==> src/rtl/adder_prefix_pipe_pkg.sv <==
// Shared ALU definitions: operation encodings, flag bundle and operand-conditioning helpers
// used by the pipelined prefix adder.
package adder_prefix_pipe_pkg;

   typedef enum logic [1:0] {
      OP_ADD = 2'd0,
      OP_SUB = 2'd1,
      OP_ADC = 2'd2,
      OP_SBB = 2'd3
   } alu_op_e;

   typedef struct packed {
      logic c_out;
      logic ovf;
      logic zero;
      logic neg;
   } alu_flags_t;

   function automatic logic op_inverts_b(input alu_op_e op);
      return (op == OP_SUB) || (op == OP_SBB);
   endfunction

   // Subtraction is a + ~b + 1, so borrow-in maps to an inverted carry seed.
   function automatic logic carry_seed(input alu_op_e op, input logic cin);
      logic c0;
      case (op)
         OP_ADD:  c0 = 1'b0;
         OP_SUB:  c0 = 1'b1;
         OP_ADC:  c0 = cin;
         default: c0 = ~cin;
      endcase
      return c0;
   endfunction

endpackage

==> src/rtl/adder_prefix_level.sv <==
// One Sklansky level: bits with index bit LEVEL set merge with the top bit of the block
// just below them; every other bit passes straight through.
module adder_prefix_level #(
   parameter int unsigned WIDTH = 64,
   parameter int unsigned LEVEL = 0
) (
   input  logic [WIDTH-1:0] g_in,
   input  logic [WIDTH-1:0] p_in,
   output logic [WIDTH-1:0] g_out,
   output logic [WIDTH-1:0] p_out
);

   for (genvar i = 0; i < WIDTH; i++) begin : bit_g
      if (((i >> LEVEL) & 1) != 0) begin : merge
         localparam int J = ((i >> LEVEL) << LEVEL) - 1;
         gp_cell u_cell (
            .g_hi (g_in[i]),
            .p_hi (p_in[i]),
            .g_lo (g_in[J]),
            .p_lo (p_in[J]),
            .g    (g_out[i]),
            .p    (p_out[i])
         );
      end else begin : pass
         assign g_out[i] = g_in[i];
         assign p_out[i] = p_in[i];
      end
   end

endmodule

==> src/rtl/gp_cell.sv <==
// Prefix operator: merges a higher (g,p) group with the adjacent lower group.
module gp_cell (
   input  logic g_hi,
   input  logic p_hi,
   input  logic g_lo,
   input  logic p_lo,
   output logic g,
   output logic p
);

   assign g = g_hi | (p_hi & g_lo);
   assign p = p_hi & p_lo;

endmodule

==> src/rtl/adder_prefix_pipe.sv <==
// Pipelined Sklansky adder/subtractor with valid/ready flow control; a register slice is
// placed after each prefix level selected by PIPE_MASK, followed by a fixed output stage.
module adder_prefix_pipe
   import adder_prefix_pipe_pkg::*;
#(
   parameter int unsigned WIDTH     = 64,
   parameter int unsigned PIPE_MASK = 32'b101010
) (
   input  logic             clk,
   input  logic             rst,
   input  logic             in_valid,
   output logic             in_ready,
   input  logic [WIDTH-1:0] a,
   input  logic [WIDTH-1:0] b,
   input  logic             cin,
   input  logic [1:0]       op,
   output logic             out_valid,
   input  logic             out_ready,
   output logic [WIDTH-1:0] sum,
   output logic             c_out,
   output logic             ovf,
   output logic             zero,
   output logic             neg
);

   localparam int unsigned LEVELS = $clog2(WIDTH);

   logic [WIDTH-1:0] b_eff;
   logic [WIDTH-1:0] g_0;
   logic [WIDTH-1:0] p_0;
   logic             c0_0;
   logic             out_rdy;

   // The seed carry is folded into bit 0 as a generate, so the tree output G[i] is the
   // carry out of bit i including c0.
   always_comb begin
      b_eff  = op_inverts_b(alu_op_e'(op)) ? ~b : b;
      c0_0   = carry_seed(alu_op_e'(op), cin);
      p_0    = a ^ b_eff;
      g_0    = a & b_eff;
      g_0[0] = g_0[0] | (p_0[0] & c0_0);
   end

   for (genvar k = 0; k < LEVELS; k++) begin : lvl
      logic [WIDTH-1:0] g_i, pp_i, p0_i;
      logic [WIDTH-1:0] g_c, pp_c;
      logic [WIDTH-1:0] g_o, pp_o, p0_o;
      logic             c0_i, c0_o;
      logic             vld_i, vld_o;
      logic             rdy_i, rdy_o;

      if (k == 0) begin : src
         assign g_i   = g_0;
         assign pp_i  = p_0;
         assign p0_i  = p_0;
         assign c0_i  = c0_0;
         assign vld_i = in_valid;
      end else begin : src
         assign g_i   = lvl[k-1].g_o;
         assign pp_i  = lvl[k-1].pp_o;
         assign p0_i  = lvl[k-1].p0_o;
         assign c0_i  = lvl[k-1].c0_o;
         assign vld_i = lvl[k-1].vld_o;
      end

      if (k == LEVELS - 1) begin : dst
         assign rdy_o = out_rdy;
      end else begin : dst
         assign rdy_o = lvl[k+1].rdy_i;
      end

      adder_prefix_level #(
         .WIDTH (WIDTH),
         .LEVEL (k)
      ) u_level (
         .g_in  (g_i),
         .p_in  (pp_i),
         .g_out (g_c),
         .p_out (pp_c)
      );

      if (((PIPE_MASK >> k) & 1) != 0) begin : pipe
         logic             vld_q;
         logic             c0_q;
         logic [WIDTH-1:0] g_q, pp_q, p0_q;

         always_ff @(posedge clk) begin
            if (rst) begin
               vld_q <= 1'b0;
            end else if (rdy_i) begin
               vld_q <= vld_i;
            end
         end

         // Data slices carry no reset; the valid bit alone qualifies them.
         always_ff @(posedge clk) begin
            if (vld_i && rdy_i) begin
               g_q  <= g_c;
               pp_q <= pp_c;
               p0_q <= p0_i;
               c0_q <= c0_i;
            end
         end

         assign rdy_i = !vld_q || rdy_o;
         assign vld_o = vld_q;
         assign g_o   = g_q;
         assign pp_o  = pp_q;
         assign p0_o  = p0_q;
         assign c0_o  = c0_q;
      end else begin : pipe
         assign rdy_i = rdy_o;
         assign vld_o = vld_i;
         assign g_o   = g_c;
         assign pp_o  = pp_c;
         assign p0_o  = p0_i;
         assign c0_o  = c0_i;
      end
   end

   logic [WIDTH-1:0] g_f;
   logic [WIDTH-1:0] p0_f;
   logic             c0_f;
   logic             vld_f;
   logic [WIDTH-1:0] sum_n;
   alu_flags_t       flags_n;
   alu_flags_t       flags_q;
   logic             unused_pp;

   assign g_f       = lvl[LEVELS-1].g_o;
   assign p0_f      = lvl[LEVELS-1].p0_o;
   assign c0_f      = lvl[LEVELS-1].c0_o;
   assign vld_f     = lvl[LEVELS-1].vld_o;
   assign unused_pp = ^lvl[LEVELS-1].pp_o;

   always_comb begin
      sum_n         = p0_f ^ {g_f[WIDTH-2:0], c0_f};
      flags_n.c_out = g_f[WIDTH-1];
      flags_n.ovf   = g_f[WIDTH-1] ^ g_f[WIDTH-2];
      flags_n.zero  = (sum_n == '0);
      flags_n.neg   = sum_n[WIDTH-1];
   end

   assign out_rdy = !out_valid || out_ready;

   always_ff @(posedge clk) begin
      if (rst) begin
         out_valid <= 1'b0;
         sum       <= '0;
         flags_q   <= '0;
      end else if (out_rdy) begin
         out_valid <= vld_f;
         if (vld_f) begin
            sum     <= sum_n;
            flags_q <= flags_n;
         end
      end
   end

   assign c_out    = flags_q.c_out;
   assign ovf      = flags_q.ovf;
   assign zero     = flags_q.zero;
   assign neg      = flags_q.neg;
   assign in_ready = !rst && lvl[0].rdy_i;

endmodule

==> config.mk <==
export PLATFORM = sky130hd
export DESIGN_NAME = adder_prefix_pipe
export DESIGN_NICKNAME = d
export VERILOG_FILES = /design/src/rtl/adder_prefix_pipe_pkg.sv /design/src/rtl/adder_prefix_level.sv /design/src/rtl/gp_cell.sv /design/src/rtl/adder_prefix_pipe.sv
export SDC_FILE = /design/constraint.sdc
export NUM_CORES = 1
export LEC_CHECK = 0
export BUFFER_PORTS_ARGS = -buffer_cell sky130_fd_sc_hd__buf_2
export CORE_ASPECT_RATIO = 1.5
export CORE_UTILIZATION = 40
export CTS_BUF_LIST = sky130_fd_sc_hd__clkbuf_16
export CTS_CLUSTER_SIZE = 10
export DETAILED_ROUTE_END_ITERATION = 12
export GPL_ROUTABILITY_DRIVEN = 0
export PLACE_DENSITY_LB_ADDON = 0.08
export RECOVER_POWER = 50
export SYNTH_ARGS = -nofsm -noshare
export SYNTH_HDL_FRONTEND = slang
export SYNTH_SLANG_ARGS = --single-unit
==> constraint.sdc <==
create_clock -name clk -period 32.4 [get_ports clk]
set_input_delay 4.86 -clock clk [delete_from_list [all_inputs] [get_ports clk]]
set_output_delay 4.86 -clock clk [all_outputs]
set_load 0.05 [all_outputs]
==> insert_results.sql, run 1 <==
INSERT INTO impl_metrics (metric_group, metric, value, unit) VALUES
('sta', 'period_share', '38.8', '%'),
('worst_hold_path', 'timing.hold.worst_path_depth', '0', ''),
('grt', 'grt_usage', '15.6', '%'),
('final_layout', 'layout-area-overhead-vs-synth', '16.6', '%'),
('yosys', 'postSynthNetCount', '1379', ''),
('die', 'dieWidth', '187', 'um'),
('yosys', 'synth.area.top_cells', 'sky130_fd_sc_hd__edfxtp_1 70%, sky130_fd_sc_hd__dfxtp_1 6.9%, sky130_fd_sc_hd__a21o_1 5.3%, sky130_fd_sc_hd__ha_1 3.9%, sky130_fd_sc_hd__xor2_1 2.9%', ''),
('clocking', 'number_of_resized_instances_in_the_post_cts_repair_step', '0', ''),
('worst_setup_path', 'endpoint', 'in_ready', ''),
('route', 'via_per_inst', '4.74', ''),
('sta', 'tightestPinTransition', '3890', 'ps'),
('sta', 'final.setup.worst_slack', '19820', 'ps'),
('yosys', 'synth-compound-area-share', '7.70', '%'),
('power_and_ir_drop', 'vdd_ir_drop_max', '0.0419', 'mV'),
('worst_setup_path', 'critical_path_arrival', '7720', 'ps'),
('status', 'violations_in_the_final_reports', 'capacitance limit, slew limit', ''),
('route', 'via_count', '10100', ''),
('clocking', 'hold_buffers', '0', ''),
('yosys', 'synthDistinctLibCells', '27', ''),
('yosys', 'seq_total_area_yosys', '76.8', '%'),
('final_layout', 'drive_gt1_share', '14.3', '%'),
('yosys', 'synth_top_area_share', '69.9', '%'),
('yosys', 'largest_family_of_logic_cells_by_synthesized_area', 'compound AO/OA/AOI/OAI gates', ''),
('worst_setup_path', 'critPathLaunch', 'rst', ''),
('yosys', 'synth.largest_area_cell', 'sky130_fd_sc_hd__edfxtp_1', ''),
('yosys', 'yosys_most_used_dff', 'sky130_fd_sc_hd__edfxtp_1', ''),
('route', 'routedWlPerCell', '18.7', 'um'),
('yosys', 'synth_xor_area_share', '5.56', '%'),
('grt', 'grt_antenna_before_repair', '0', ''),
('clocking', 'cts_made_buffers', '60', ''),
('grt', 'groute.layer.met2.usage', '28.4', '%'),
('clocking', 'clock_tree.buffer_depth', '3', ''),
('worst_setup_path', 'startpoint_class', 'input pin', ''),
('route', 'remaining_drc_errors', '0', ''),
('grt', 'grt_util_met3', '2.50', '%'),
('final_layout', 'fill_cells', '4491', ''),
('power_and_ir_drop', 'netSwitchingFraction', '21.8', '%'),
('route', 'drt-initial-drc-count', '459', ''),
('worst_setup_path', 'worst-r2r-cell-count', '4', ''),
('yosys', 'postSynthRegisterBits', '548', ''),
('status', 'outcome', 'finished with violations', ''),
('clocking', 'cts.reportedPaths.clkPinSlew', '60', 'ps'),
('die', 'io_pins', '205', ''),
('clocking', 'clock_tree.htree_level_count', '2', ''),
('worst_setup_path', 'timing_worst_setup_path_type', 'in2out', ''),
('route', 'drt-total-wl', '40.1', 'mm'),
('sta', 'setup_repair_after_global_routing_missed_its_margin', 'false', ''),
('flow_run', 'max_cap_violations', '4', ''),
('worst_setup_path', 'critPathCaptureType', 'output port', ''),
('final_layout', 'nets', '1616', ''),
('yosys', 'syn_area_per_cell', '17.4', 'um2'),
('power_and_ir_drop', 'clockPowerShare', '38.5', '%'),
('worst_setup_path', 'crit_path_max_fanout', '73', ''),
('placed_design', 'dpl_worst_slack', '21520', 'ps'),
('power_and_ir_drop', 'totalPowerFinal', '1530', 'uW'),
('power_and_ir_drop', 'power.internal', '1200', 'uW'),
('die', 'floorplan.die.height', '279', 'um'),
('sta', 'slew_violations', '209', ''),
('sta', 'finalWorstPathRequiredPeriod', '12580', 'ps'),
('yosys', 'syn-cell-area', '0.0205', 'mm2'),
('placed_design', 'hpwlAfterDp', '27.3', 'mm'),
('yosys', 'synthMuxAreaShare', '0.293', '%'),
('clocking', 'cts_root_buffer', 'sky130_fd_sc_hd__clkbuf_16', ''),
('worst_setup_path', 'worst-endpoint-required', '27540', 'ps'),
('worst_setup_path', 'r2r-start', 'out_valid', ''),
('clocking', 'clk-insertion-delay-late', '590', 'ps'),
('die', 'core_region_area', '0.0505', 'mm2'),
('yosys', 'netlist_instances', '1180', ''),
('route', 'antenna_violating_nets_post_route', '0', ''),
('die', 'std_cell_rows', '101', ''),
('final_layout', 'n_antenna_cell', '0', '');
-- metrics by stage --
step           cells  util (%)  instance area [um2]
3_5_place_dp    2024      44.0                22300
3_3_place_gp    2024      44.0                22300
2_1_floorplan   1180         -                20500
4_1_cts         2137      47.5                24000
5_1_grt         2137      47.3                23900
6_report        2137      47.3                23900
-- flip-flops by register name, indices dropped and copies added, names as in the netlist --
signal,flops
zero,1
lvl.p0_o,172
lvl.c0_o,2
lvl.g_o,128
c_out,1
ovf,1
lvl.pipe.pp_q,110
lvl.pipe.vld_q,3
c0_f,1
out_valid,1
sum,64
g_f,64
-- cells in the final DEF, fill, tap and decap left out, drive strengths merged, types with 55 or more instances in the layout --
cell and n:
a211oi 59, a21o 145, and2 55, buf 142, clkbuf 130, dfxtp 71
edfxtp 477, ha 64, nor2 72, xnor2 61, xor2 69
-- layer usage --
| metal | wire length [um] | part of all wire, % |
|---|---|---|
| met1 | 16600 | 41 |
| met2 | 20900 | 52 |
| met3 | 1710 | 4.3 |
| met4 | 879 | 2.2 |
| met5 | 0 | 0 |
-- power groups by stage --
stage	combinational (uW)	clock [uW]	sequential [uW]
floorplan	60.8	0	864
global placement	105	0	852
detailed placement	106	0	853
CTS	107	610	838
global route	115	637	842
finish	103	590	838
-- how the worst min path moves through the flow --
stage	from	to	slack [ps]
after global routing	lvl[1].p0_o[55]	lvl[3].p0_o[55]	420
after CTS	lvl[3].c0_o	c0_f	410
after detailed placement	lvl[3].c0_o	c0_f	400
after global placement	lvl[3].g_o[7]	g_f[7]	400
final	lvl[3].g_o[0]	g_f[0]	410
after floorplan	lvl[3].c0_o	c0_f	400
-- worst max-delay path, stage by stage --
cell and delay, ps:
sky130_fd_sc_hd__buf_2 70, sky130_fd_sc_hd__clkbuf_1 2420, sky130_fd_sc_hd__a21oi_1 0, sky130_fd_sc_hd__buf_2 360
-- layout make-up --
class                      count  area, um2  area share (%)
sequential                   548      15700            65.9
timing repair buffer         211       1000            4.20
tap                          669        837            3.50
inverter                       1       3.75          0.0157
clock buffer                  61       1530            6.39
clock inverter                52        205           0.859
multi-input combinational    595       4570            19.1
-- cell families after synthesis --
family	count (synthesis)
DFF	548
AOI/OAI and AO/OA	211
muxes	6
buffers and inverters	37
adders and majority gates	64
and+or+nand+nor	184
xor gates and xnor gates	130
(Power assumes the default switching activity.)
==> run 2: changes to the inputs <==
Clock period 32.4 ns to 12.27 ns, I/O delays scaled along.
==> run 2 against run 1 <==
The flow still finishes with violations (capacitance limit, slew limit). Non-clock buffer count is 1 higher. Via count shrank 0.22%. Worst setup slack worse by 14000 ps. Routed wire length grew 1.2%. First-iteration DRC count is 15% higher. Global-route usage increased by 0.16 points. Total power increased to 2.6 times the previous value. Die area unchanged. Flip-flop and latch count unchanged. Cell count barely moved. Sequential share of layout area barely moved. Sequential power grew to 2.6 times the previous value.
==> insert_results.sql, run 2 (synthesized netlist as in run 1, its figures left out) <==
INSERT INTO impl_metrics (metric_group, metric, value, unit) VALUES
('route', 'remaining_drc_errors', '0', ''),
('grt', 'global_route_wire_length_before_repair', '61.4', 'mm'),
('clocking', 'clk-insertion-delay-late', '590', 'ps'),
('route', 'firstDrtPassIters', '5', ''),
('grt', 'grt_usage', '15.7', '%'),
('route', 'routedWlPerCell', '19.0', 'um'),
('grt', 'grt_util_met3', '2.68', '%'),
('clocking', 'cts_root_buffer', 'sky130_fd_sc_hd__clkbuf_16', ''),
('sta', 'max_clock_freq', '151', 'MHz'),
('final_layout', 'most_common_library_cell_in_the_layout_ignoring_fill_and_taps', 'sky130_fd_sc_hd__edfxtp_1', ''),
('clocking', 'clock_tree.htree_level_count', '2', ''),
('sta', 'finalWorstPathRequiredPeriod', '6600', 'ps'),
('worst_setup_path', 'timing_worst_setup_path_type', 'in2out', ''),
('final_layout', 'largest_reg_flops', '172', ''),
('die', 'dieWidth', '187', 'um'),
('flow_run', 'max_cap_violations', '4', ''),
('sta', 'number_of_setup_violations_in_the_final_report', '0', ''),
('power_and_ir_drop', 'vdd_ir_drop_max', '0.0999', 'mV'),
('route', 'antenna_violating_nets_post_route', '0', ''),
('final_layout', 'nets', '1617', ''),
('worst_hold_path', 'worstHoldStart', 'lvl[3].p0_o[23]', ''),
('die', 'core_region_area', '0.0505', 'mm2'),
('route', 'drt-initial-drc-count', '528', ''),
('sta', 'slew_violations', '203', ''),
('die', 'std_cell_rows', '101', ''),
('status', 'violations_in_the_final_reports', 'capacitance limit, slew limit', ''),
('grt', 'grt_pass1_vias', '10400', ''),
('sta', 'hold_viol_final', '0', ''),
('power_and_ir_drop', 'p_leak', '0.00909', 'uW'),
('sta', 'relSlewSlack', '-132', '%'),
('clocking', 'hold_buffers', '0', ''),
('die', 'start_util', '40.5', '%'),
('clocking', 'post-cts-setup-buffers', '0', ''),
('clocking', 'clock_sinks', '548', ''),
('die', 'io_pins', '205', ''),
('sta', 'fin_worst_skew', '15.2', 'ps'),
('placed_design', 'hpwlAfterDp', '27.7', 'mm'),
('sta', 'period_share', '53.8', '%'),
('final_layout', 'layout-area-overhead-vs-synth', '16.7', '%'),
('sta', 'fin_tns_setup', '0', 'ps'),
('route', 'drt-total-wl', '40.5', 'mm'),
('power_and_ir_drop', 'pwr_density', '169', 'mW/mm2'),
('clocking', 'cts_tree', 'yes', ''),
('route', 'via_per_inst', '4.73', ''),
('clocking', 'clock_tree.buffer_depth', '3', ''),
('worst_setup_path', 'regToRegSetupSlack', '7650', 'ps'),
('final_layout', 'final_cell_area', '0.0239', 'mm2'),
('grt', 'groute.layer.met2.usage', '27.8', '%'),
('worst_setup_path', 'crit_path_max_fanout', '73', ''),
('sta', 'setup_repair_after_global_routing_missed_its_margin', 'false', ''),
('clocking', 'cts_made_buffers', '60', ''),
('sta', 'tightestPinTransition', '3470', 'ps'),
('clocking', 'cts.reportedPaths.clkPinSlew', '60', 'ps'),
('status', 'outcome', 'finished with violations', ''),
('die', 'design.die.area', '0.0522', 'mm2'),
('grt', 'grt_max_degree', '175', ''),
('final_layout', 'fill_cells', '4483', ''),
('placed_design', 'dpl_cell_area', '0.0223', 'mm2'),
('route', 'via_count', '10100', ''),
('worst_setup_path', 'critical_path_arrival', '4760', 'ps'),
('grt', 'global_route.usage.met1', '19.8', '%'),
('worst_setup_path', 'critPathCaptureType', 'output port', ''),
('final_layout', 'mostFrequentLayoutCells', '477 x sky130_fd_sc_hd__edfxtp_1, 145 x sky130_fd_sc_hd__a21o_1, 142 x sky130_fd_sc_hd__buf_2', ''),
('worst_setup_path', 'rr_endpoint', 'g_f[41]', ''),
('final_layout', 'drive_gt1_share', '14.6', '%'),
('worst_setup_path', 'worst-r2r-cell-count', '4', ''),
('worst_hold_path', 'worstHoldPathType', 'reg2reg', ''),
('grt', 'grt.overflow.total', '0', ''),
('worst_setup_path', 'worst-endpoint-required', '10430', 'ps'),
('placed_design', 'port-buffer-count', '204', ''),
('grt', 'top_usage_layer', 'met2', ''),
('worst_setup_path', 'startpoint_class', 'input pin', ''),
('worst_setup_path', 'r2r-start', 'out_valid', ''),
('clocking', 'number_of_resized_instances_in_the_post_cts_repair_step', '0', ''),
('worst_hold_path', 'worst_hold_path.endpoint', 'lvl[5].p0_o[23]', ''),
('grt', 'grt_antenna_before_repair', '0', ''),
('die', 'floorplan.die.height', '279', 'um'),
('final_layout', 'n_antenna_cell', '0', ''),
('worst_hold_path', 'timing.hold.worst_path_depth', '0', '');
run 2: through the flow:
step,hold WS [ps],std cells,setup WS (ps),utilization [%],power (uW)
6_report,410,2139,5670,47.3,4050
4_1_cts,411,2139,7400,47.5,4110
3_3_place_gp,400,2025,7420,44.1,2530
3_5_place_dp,405,2025,7410,44.1,2530
2_1_floorplan,400,1180,75.7,-,2440
5_1_grt,419,2139,5330,47.3,4210
run 2: worst max-delay path by stage:
stage | start | endpoint | slack [ps]
2_1_floorplan | out_ready | c0_f | 80
3_3_place_gp | out_ready | in_ready | 7420
3_5_place_dp | out_ready | in_ready | 7410
4_1_cts | out_ready | in_ready | 7400
5_1_grt | rst | in_ready | 5330
6_report | rst | in_ready | 5670
run 2: final cells by class:
class	instances	area, um2	area share (%)
Inverter	1	3.75	0.0157
Tap cell	669	837	3.50
Timing Repair Buffer	212	1020	4.25
Clock buffer	61	1530	6.38
Clock inverter	53	209	0.874
Multi-Input combinational cell	595	4570	19.1
Sequential cell	548	15700	65.8
run 2: routing by layer:
| layer | up-vias | part of all wire (%) |
|---|---|---|
| met5 | - | 0 |
| met2 | 237 | 51 |
| met3 | 56 | 4.4 |
| met1 | 4865 | 43 |
| met4 | 0 | 2.0 |
| li1 | 4958 | - |
run 2: power breakdown:
part	switching, uW	internal (uW)	leakage, uW
combinational	165	105	0.00302
clock	676	887	0.00103
sequential	42.6	2170	0.00504
run 2: worst max-delay path, cell delays in order:
cell	delay, ps
sky130_fd_sc_hd__buf_2	80
sky130_fd_sc_hd__clkbuf_1	2430
sky130_fd_sc_hd__a21oi_1	50
sky130_fd_sc_hd__buf_2	360
==> run 3: changes to the inputs <==
Clock period 12.27 ns to 6.9 ns, I/O delays scaled along.
==> run 3 against run 2 <==
The run still ends with capacitance limit, slew limit left. Worst hold slack worse by 0.60 ps. Routed wire length decreased by 0.67%. Die area is the same. Global-route usage decreased by 0.18 points. Flip-flop and latch count did not move. Design area barely moved. Clock skew grew 2.4 ps. Combinational power is 80% higher. Via count fell by 0.11%. Utilization is essentially flat.
==> insert_results.sql, run 3 (synthesized netlist as in run 1, its figures left out) <==
INSERT INTO impl_metrics (metric_group, metric, value, unit) VALUES
('die', 'design.die.area', '0.0522', 'mm2'),
('sta', 'final.setup.worst_slack', '2890', 'ps'),
('final_layout', 'n_antenna_cell', '0', ''),
('status', 'violations_in_the_final_reports', 'capacitance limit, slew limit', ''),
('grt', 'grt_usage', '15.6', '%'),
('clocking', 'number_of_resized_instances_in_the_post_cts_repair_step', '0', ''),
('flow_run', 'max_cap_violations', '3', ''),
('final_layout', 'seqCellArea', '0.0157', 'mm2'),
('sta', 'finalWorstPathRequiredPeriod', '4010', 'ps'),
('route', 'remaining_drc_errors', '0', ''),
('route', 'via_count', '10100', ''),
('worst_setup_path', 'startpoint_class', 'input pin', ''),
('route', 'firstDrtPassIters', '4', ''),
('route', 'drt-total-wl', '40.3', 'mm'),
('sta', 'setup_repair_after_global_routing_missed_its_margin', 'false', ''),
('worst_setup_path', 'critical_path_arrival', '4480', 'ps'),
('placed_design', 'dpl_worst_slack', '3410', 'ps'),
('sta', 'fin_worst_skew', '17.6', 'ps'),
('worst_setup_path', 'timing.critical_path.cells', 'buf_2 -> and2b_1 -> nor2b_1 -> buf_4 -> and2_1 -> nand4_1 -> o32ai_1', ''),
('final_layout', 'most_common_library_cell_in_the_layout_ignoring_fill_and_taps', 'sky130_fd_sc_hd__edfxtp_1', ''),
('power_and_ir_drop', 'p_leak', '0.00920', 'uW'),
('grt', 'grt_antenna_before_repair', '1', ''),
('route', 'antenna_violating_nets_post_route', '0', ''),
('sta', 'period_share', '58.1', '%'),
('status', 'outcome', 'finished with violations', ''),
('grt', 'grt.overflow.total', '0', ''),
('final_layout', 'fill_cells', '4487', ''),
('worst_setup_path', 'r2r-start', 'out_valid', ''),
('worst_setup_path', 'timing_worst_setup_path_type', 'in2reg', ''),
('power_and_ir_drop', 'pwr_density', '301', 'mW/mm2'),
('clocking', 'post-cts-setup-buffers', '0', ''),
('worst_setup_path', 'critical_path.max_stage_delay', '1620', 'ps'),
('clocking', 'cts.reportedPaths.clkPinSlew', '60', 'ps'),
('grt', 'global_route_wire_length_before_repair', '61.0', 'mm'),
('route', 'routedWlPerCell', '18.9', 'um'),
('worst_setup_path', 'cp_num_buf_inv', '2', ''),
('final_layout', 'largest_reg_flops', '172', ''),
('placed_design', 'dpl_cell_area', '0.0223', 'mm2'),
('worst_setup_path', 'critPathTopFamily', 'simple AND/OR/NAND/NOR gates', ''),
('clocking', 'clock_sinks', '548', ''),
('sta', 'hold_viol_final', '0', ''),
('worst_setup_path', 'worst-r2r-cell-count', '6', ''),
('grt', 'grt_pass1_vias', '10400', ''),
('sta', 'max_clock_freq', '249', 'MHz'),
('worst_hold_path', 'worstHoldStart', 'lvl[3].p0_o[20]', ''),
('die', 'floorplan.die.height', '279', 'um'),
('clocking', 'hold_buffers', '0', ''),
('worst_setup_path', 'number_of_cells_on_the_critical_path', '7', ''),
('final_layout', 'final_cell_area', '0.0239', 'mm2'),
('sta', 'relSlewSlack', '-128', '%'),
('worst_hold_path', 'timing.hold.worst_path_depth', '0', ''),
('worst_setup_path', 'crit_path_max_fanout', '100', ''),
('worst_hold_path', 'worst_hold_path.endpoint', 'lvl[5].p0_o[20]', ''),
('die', 'dieWidth', '187', 'um'),
('clocking', 'clk-insertion-delay-late', '590', 'ps'),
('grt', 'grt_max_degree', '175', ''),
('final_layout', 'nets', '1615', ''),
('clocking', 'clock_tree.buffer_depth', '3', ''),
('worst_setup_path', 'critical-path-slowest-cell', 'sky130_fd_sc_hd__nor2b_1', ''),
('final_layout', 'layout-area-overhead-vs-synth', '16.7', '%'),
('power_and_ir_drop', 'vdd_ir_drop_max', '0.169', 'mV'),
('worst_setup_path', 'rr_endpoint', 'zero', ''),
('route', 'via_per_inst', '4.73', ''),
('sta', 'number_of_setup_violations_in_the_final_report', '0', ''),
('worst_hold_path', 'worstHoldPathType', 'reg2reg', ''),
('placed_design', 'hpwlAfterDp', '27.3', 'mm'),
('worst_setup_path', 'regToRegSetupSlack', '3140', 'ps'),
('clocking', 'cts_made_buffers', '60', ''),
('die', 'std_cell_rows', '101', ''),
('die', 'core_region_area', '0.0505', 'mm2'),
('sta', 'slew_violations', '188', ''),
('die', 'start_util', '40.5', '%'),
('final_layout', 'drive_gt1_share', '16.5', '%'),
('sta', 'tightestPinTransition', '3420', 'ps'),
('final_layout', 'area_of_the_multi_input_gates', '0.00457', 'mm2'),
('clocking', 'cts_tree', 'yes', ''),
('die', 'io_pins', '205', ''),
('worst_setup_path', 'worst-endpoint-required', '7370', 'ps'),
('clocking', 'clock_tree.htree_level_count', '2', ''),
('clocking', 'cts_root_buffer', 'sky130_fd_sc_hd__clkbuf_16', ''),
('placed_design', 'port-buffer-count', '204', ''),
('route', 'drt-initial-drc-count', '500', ''),
('final_layout', 'mostFrequentLayoutCells', '477 x sky130_fd_sc_hd__edfxtp_1, 169 x sky130_fd_sc_hd__buf_2, 145 x sky130_fd_sc_hd__a21o_1', ''),
('worst_setup_path', 'critPathCaptureType', 'flip-flop', '');
==> run 3: cell count changes in the layout (fill, tap and decap cells not counted), sizes merged <==
cell,change
buf,+27
clkbuf,-29
clkinv,-1
==> run 3: worst max-delay path by stage <==
stage	to	startpoint	slack [ps]
after floorplan	c0_f	out_ready	-1080
after CTS	in_ready	out_ready	3610
after detailed placement	lvl[1].g_o[3]	op[0]	3410
after global placement	lvl[1].g_o[3]	op[0]	3440
after global routing	zero	out_ready	2500
final	zero	out_ready	2890
==> run 3: power by group <==
part | switching (uW) | total, uW | internal (uW) | leakage [uW]
combinational | 297 | 485 | 188 | 0.00313
sequential | 73.8 | 3940 | 3860 | 0.00504
clock | 1200 | 2780 | 1580 | 0.00103
total | 1570 | 7200 | 5630 | 0.00920
==> run 3: per-layer routing <==
layer	track usage (%)	up-vias	routed length (um)
li1	-	4964	-
met1	18.6	4848	16700
met2	27.9	243	20600
met3	3.05	50	2060
met4	5.23	0	979
met5	0	-	0
==> run 3: cell type report <==
class	instances	share of cell area, %
Clock inverter	52	0.858
Sequential cell	548	65.8
Clock buffer	61	6.38
Inverter	1	0.0157
Multi-Input combinational cell	595	19.1
Tap cell	669	3.50
Timing Repair Buffer	210	4.37
==> run 3: metrics by stage <==
stage	utilization, %	setup TNS [ps]	hold slack, ps	power (uW)	std cells
6_report	47.3	0	410	7200	2136
5_1_grt	47.3	0	417	7490	2136
4_1_cts	47.5	0	413	7300	2136
3_5_place_dp	44.0	0	405	4500	2023
3_3_place_gp	44.0	0	400	4490	2023
2_1_floorplan	-	-139470	400	4320	1180
